`src/rtl/wishbone_classic_fifo_device.sv`:
```
// Wishbone B4 classic device that terminates single read/write cycles in a
// small synchronous FIFO. Writes push, reads pop. Every accepted request gets
// exactly one registered response cycle (ack, or rty/err on full/empty).
module wishbone_classic_fifo_device #(
    parameter int unsigned DAT_WIDTH     = 8,
    parameter int unsigned DEPTH         = 4,
    parameter bit          RETRY_NOT_ERR = 1'b1
) (
    input  logic                       clk_i,
    input  logic                       rst_ni,
    input  logic                       cyc_i,
    input  logic                       stb_i,
    input  logic                       we_i,
    input  logic [DAT_WIDTH-1:0]       dat_i,
    output logic                       ack_o,
    output logic                       err_o,
    output logic                       rty_o,
    output logic [DAT_WIDTH-1:0]       dat_o,
    output logic [$clog2(DEPTH):0]     count_o,
    output logic                       full_o,
    output logic                       empty_o
);

    localparam int unsigned AW = $clog2(DEPTH);
    localparam int unsigned CW = AW + 1;

    localparam logic StIdle = 1'b0;
    localparam logic StResp = 1'b1;

    logic                 state_q, state_d;
    logic [AW-1:0]        wr_ptr_q, wr_ptr_d;
    logic [AW-1:0]        rd_ptr_q, rd_ptr_d;
    logic [CW-1:0]        count_q, count_d;
    logic [DAT_WIDTH-1:0] dat_q, dat_d;
    logic                 ack_q, ack_d;
    logic                 err_q, err_d;
    logic                 rty_q, rty_d;
    logic                 fail;
    logic                 push;
    logic                 req;
    logic                 full;
    logic                 empty;

    logic [DAT_WIDTH-1:0] mem_q [DEPTH];

    assign req   = cyc_i & stb_i;
    assign full  = (count_q == CW'(DEPTH));
    assign empty = (count_q == '0);

    // Next-state: a request is only sampled in IDLE; RESP always lasts one cycle.
    always_comb begin
        state_d  = state_q;
        wr_ptr_d = wr_ptr_q;
        rd_ptr_d = rd_ptr_q;
        count_d  = count_q;
        dat_d    = dat_q;
        ack_d    = 1'b0;
        fail     = 1'b0;
        push     = 1'b0;
        case (state_q)
            StIdle: begin
                if (req) begin
                    state_d = StResp;
                    if (we_i) begin
                        if (!full) begin
                            push     = 1'b1;
                            wr_ptr_d = wr_ptr_q + AW'(1);
                            count_d  = count_q + CW'(1);
                            ack_d    = 1'b1;
                        end else begin
                            fail = 1'b1;
                        end
                    end else begin
                        if (!empty) begin
                            dat_d    = mem_q[rd_ptr_q];
                            rd_ptr_d = rd_ptr_q + AW'(1);
                            count_d  = count_q - CW'(1);
                            ack_d    = 1'b1;
                        end else begin
                            fail = 1'b1;
                        end
                    end
                end
            end
            default: begin
                state_d = StIdle;
            end
        endcase
        rty_d = fail & RETRY_NOT_ERR;
        err_d = fail & ~RETRY_NOT_ERR;
    end

    // Control state, pointers, occupancy, read data and the response flags.
    always_ff @(posedge clk_i or negedge rst_ni) begin
        if (!rst_ni) begin
            state_q  <= StIdle;
            wr_ptr_q <= '0;
            rd_ptr_q <= '0;
            count_q  <= '0;
            dat_q    <= '0;
            ack_q    <= 1'b0;
            err_q    <= 1'b0;
            rty_q    <= 1'b0;
        end else begin
            state_q  <= state_d;
            wr_ptr_q <= wr_ptr_d;
            rd_ptr_q <= rd_ptr_d;
            count_q  <= count_d;
            dat_q    <= dat_d;
            ack_q    <= ack_d;
            err_q    <= err_d;
            rty_q    <= rty_d;
        end
    end

    // Storage has no reset; contents are only read behind a valid count.
    always_ff @(posedge clk_i) begin
        if (push) begin
            mem_q[wr_ptr_q] <= dat_i;
        end
    end

    assign ack_o   = ack_q;
    assign err_o   = err_q;
    assign rty_o   = rty_q;
    assign dat_o   = dat_q;
    assign count_o = count_q;
    assign full_o  = full;
    assign empty_o = empty;

endmodule

```
`config.mk`:
```
export PLATFORM = sky130hd
export DESIGN_NAME = wishbone_classic_fifo_device
export DESIGN_NICKNAME = d
export VERILOG_FILES = /design/src/rtl/wishbone_classic_fifo_device.sv
export SDC_FILE = /design/constraint.sdc
export NUM_CORES = 1
export LEC_CHECK = 0
export ABC_CLOCK_PERIOD_IN_PS = 2440
export CAP_MARGIN = 20
export CORE_MARGIN = 1.5
export CORE_UTILIZATION = 53
export DETAILED_ROUTE_END_ITERATION = 7
export MAX_ROUTING_LAYER = met4
export PLACE_DENSITY = 0.9
export RECOVER_POWER = 50
export SYNTH_ARGS = -nofsm -noshare
export SYNTH_HDL_FRONTEND = slang
export SYNTH_SLANG_ARGS = --single-unit
```
`constraint.sdc`:
```
create_clock -name clk_i -period 2.44 [get_ports clk_i]
set_clock_uncertainty 0.15 [all_clocks]
set_input_delay 0.488 -clock clk_i [delete_from_list [all_inputs] [get_ports clk_i]]
set_output_delay 0.488 -clock clk_i [all_outputs]
set_load 0.01 [all_outputs]
```
==> flow_metrics.tcl <==
set metrics [dict create \
    outcome "completed" \
    cts_buffers 5 \
    path_cells "nor2_2 -> and2_2 -> clkdlybuf4s50_1" \
    yosysWarnings 0 \
    fill_cells 260 \
    cp.arrival_ns 1.68 \
    ys_seq_elements 50 \
    max_freq_mhz 432 \
    gr-max-usage-layer "met2" \
    drive_gt1_share_pct 24.4 \
    required_ns 1.80 \
    insertedDiodeCount 0 \
    gp_congestion 0.729 \
    worstHoldStart "dat_o[6]$_DFFE_PN0P_" \
    num_rows 22 \
    postSynthAreaPerCell_um2 17.8 \
    max-cap-violations 0 \
    dp_hpwl_mm 2.31 \
    slowest_stage "clkdlybuf4s50_1" \
    path_buf_inv 1 \
    fin_crit_ns 2.32 \
    final_core_util_pct 68.4 \
    cts_tree "done" \
    finalSetupViolations 0 \
    ir_drop_mv 0.676 \
    critical-path-max-stage-delay_ns 0.54 \
    use_met2_pct 31.0 \
    netlist_area_um2 2050 \
    portBuffers 27 \
    initial_core_util_pct 55.6 \
    drt-pass1-iter-count 4 \
    synthFlopType "edfxtp_1" \
    nets 173 \
    dieArea_um2 4250 \
    ant_nets 0 \
    tightest_slew_ns 0.946 \
    track_usage_pct 18.5 \
    power.total_mw 2.57 \
    post_drt_via_cell_ratio 5.28 \
    layout_common_cells "edfxtp_1, dfrtp_1, clkdlybuf4s50_1, dlygate4sd3_1" \
    die_h_um 65.2 \
    p_per_area_nw_per_um2 1020 \
    wl_per_cell_um 16.0 \
    grt_max_degree 19 \
    grt_pass1_wl_mm 5.48 \
    wirelength_mm 3.27 \
    critPathLaunch "count_o[0]$_DFFE_PN0P_" \
    area_growth_pct 23.0 \
    syn_nets 133 \
    h-tree-depth 2 \
    die_w_um 65.2 \
    hold_viol_final 0 \
    cts.sinks 50 \
    multiInputGateArea_um2 589 \
    cts-root-buf "clkbuf_8" \
    grt_pass1_vias 1154 \
    regArea_um2 1410 \
    vias 1077 \
    worstPathMaxFanout 4 \
    postSynth.asyncResetShare_pct 36.0 \
    ys_seq_area_share_pct 68.9 \
    clkTransAtPathRegs_ns 0.08 \
    worstHoldPathType "flop to flop" \
    drc 0 \
    use_met3_pct 5.14 \
    clockBufferDepth 2 \
    slew_violations 0 \
    io_pins 29 \
    tns_ns 0 \
    start_kind "flop" \
    core-area_um2 3690 \
    synth_edf_count 32 \
    synthCells 115 \
    grt_use_met1_pct 21.4 \
    grt_overflow 0 \
    synth_cell_type_count 31 \
    final_common_cell "edfxtp_1" \
    crit_type "flop to output pin" \
    leakagePower_nw 0.978 \
    cp-end-kind "output pin" \
    cpLargestDelayFamily "buffers and inverters" \
    grt_setup_unrepaired "false" \
    slew_headroom_pct 36.9 \
    timing.rr.start "count_o[0]$_DFFE_PN0P_" \
    insertion_delay_ns 0.30 \
    antenna_found_initial 0 \
    dr.first_iter.drc_count 48 \
    post-route-period-util_pct 94.9 \
]
## stage by stage
step	worst slack, ns	hold WS [ns]	cells	area [µm²]
6_report	0.125	0.368	204	2520
5_1_grt	0.0374	0.386	204	2520
4_1_cts	0.0255	0.355	201	2490
3_5_place_dp	0.00940	0.357	193	2410
3_3_place_gp	0.104	0.351	193	2410
2_1_floorplan	0.605	0.0424	115	2050
## cells in the mapped netlist, types with 3 or more instances
master | number | area share [%]
and2_1 | 4 | 1.2
dfrtp_1 | 18 | 22
edfxtp_1 | 32 | 47
ha_1 | 4 | 2.4
inv_1 | 5 | 0.92
mux2_4 | 8 | 5.9
mux4_2 | 8 | 8.8
nand2_1 | 3 | 0.55
nor2_1 | 6 | 1.1
## registers in the layout (all words and copies together) (netlist names)
name	flops
count_o	3
dat_o	8
state_q	1
mem_q	32
ack_o	1
rd_ptr_q	2
rty_o	1
wr_ptr_q	2
## what timing repair did
item                                    4_1_cts  5_1_grt
hold buffers                                  0        0
gates resized for setup                       1        2
buffers inserted                              0        3
endpoints found under the setup margin        1        1
cloned                                        0        0
## layout make-up
class,count,share of cell area [%]
Sequential cell,50,56.1
Clock buffer,6,2.88
Multi-Input combinational cell,55,23.4
Inverter,5,0.744
Timing Repair Buffer,38,14.2
Tap cell,48,2.38
Clock inverter,2,0.347
## worst reg2reg max path, stage by stage, from the launching register on
cell and delay [ns]:
dfrtp_2 0.46, buf_4 0.16, fa_1 0.43, nor4_1 0.34, a21oi_1 0.07, a31oi_1 0.19
## path summary, 6_finish.rpt
| kind | slack, ns | end | cells past startpoint |
|---|---|---|---|
| worst max-delay path | 0.12 | full_o | 3 |
| worst max register to register | 0.55 | count_o[2]$_DFFE_PN0P_ | 5 |
| max in group asynchronous | 0.82 | count_o[0]$_DFFE_PN0P_ | 2 |
| worst min-delay path | 0.37 | dat_o[6]$_DFFE_PN0P_ | 1 |
| worst min register to register | 0.37 | dat_o[6]$_DFFE_PN0P_ | 1 |
| min in group asynchronous | 0.68 | dat_o[5]$_DFFE_PN0P_ | 2 |
## cells by family (layout without fill, tap and decap cells)
family	after synthesis	count (layout)	share of synthesized area [%]
AOI/OAI and AO/OA	6	6	1.83
muxes	17	17	15.2
and+or+nand+nor	22	22	6.29
xor gates and xnor gates	4	4	1.71
DFF	50	50	68.9
other	1	1	0.183
adders and majority gates	5	5	3.42
buffers and inverters	10	51	2.50
## layer usage
metal	wire [µm]	part of all wire (%)	vias to the layer above
li1	-	-	503
met5	0	0	-
met3	114	3.5	8
met2	1780	55	25
met4	76	2.3	0
met1	1300	40	541
## report_power, final
group          leakage [nW]  internal, mW  switching (mW)
combinational         0.431         0.560           0.304
clock                0.0426         0.197           0.249
sequential            0.505          1.06           0.196
Power figures use the tool's default switching activity.
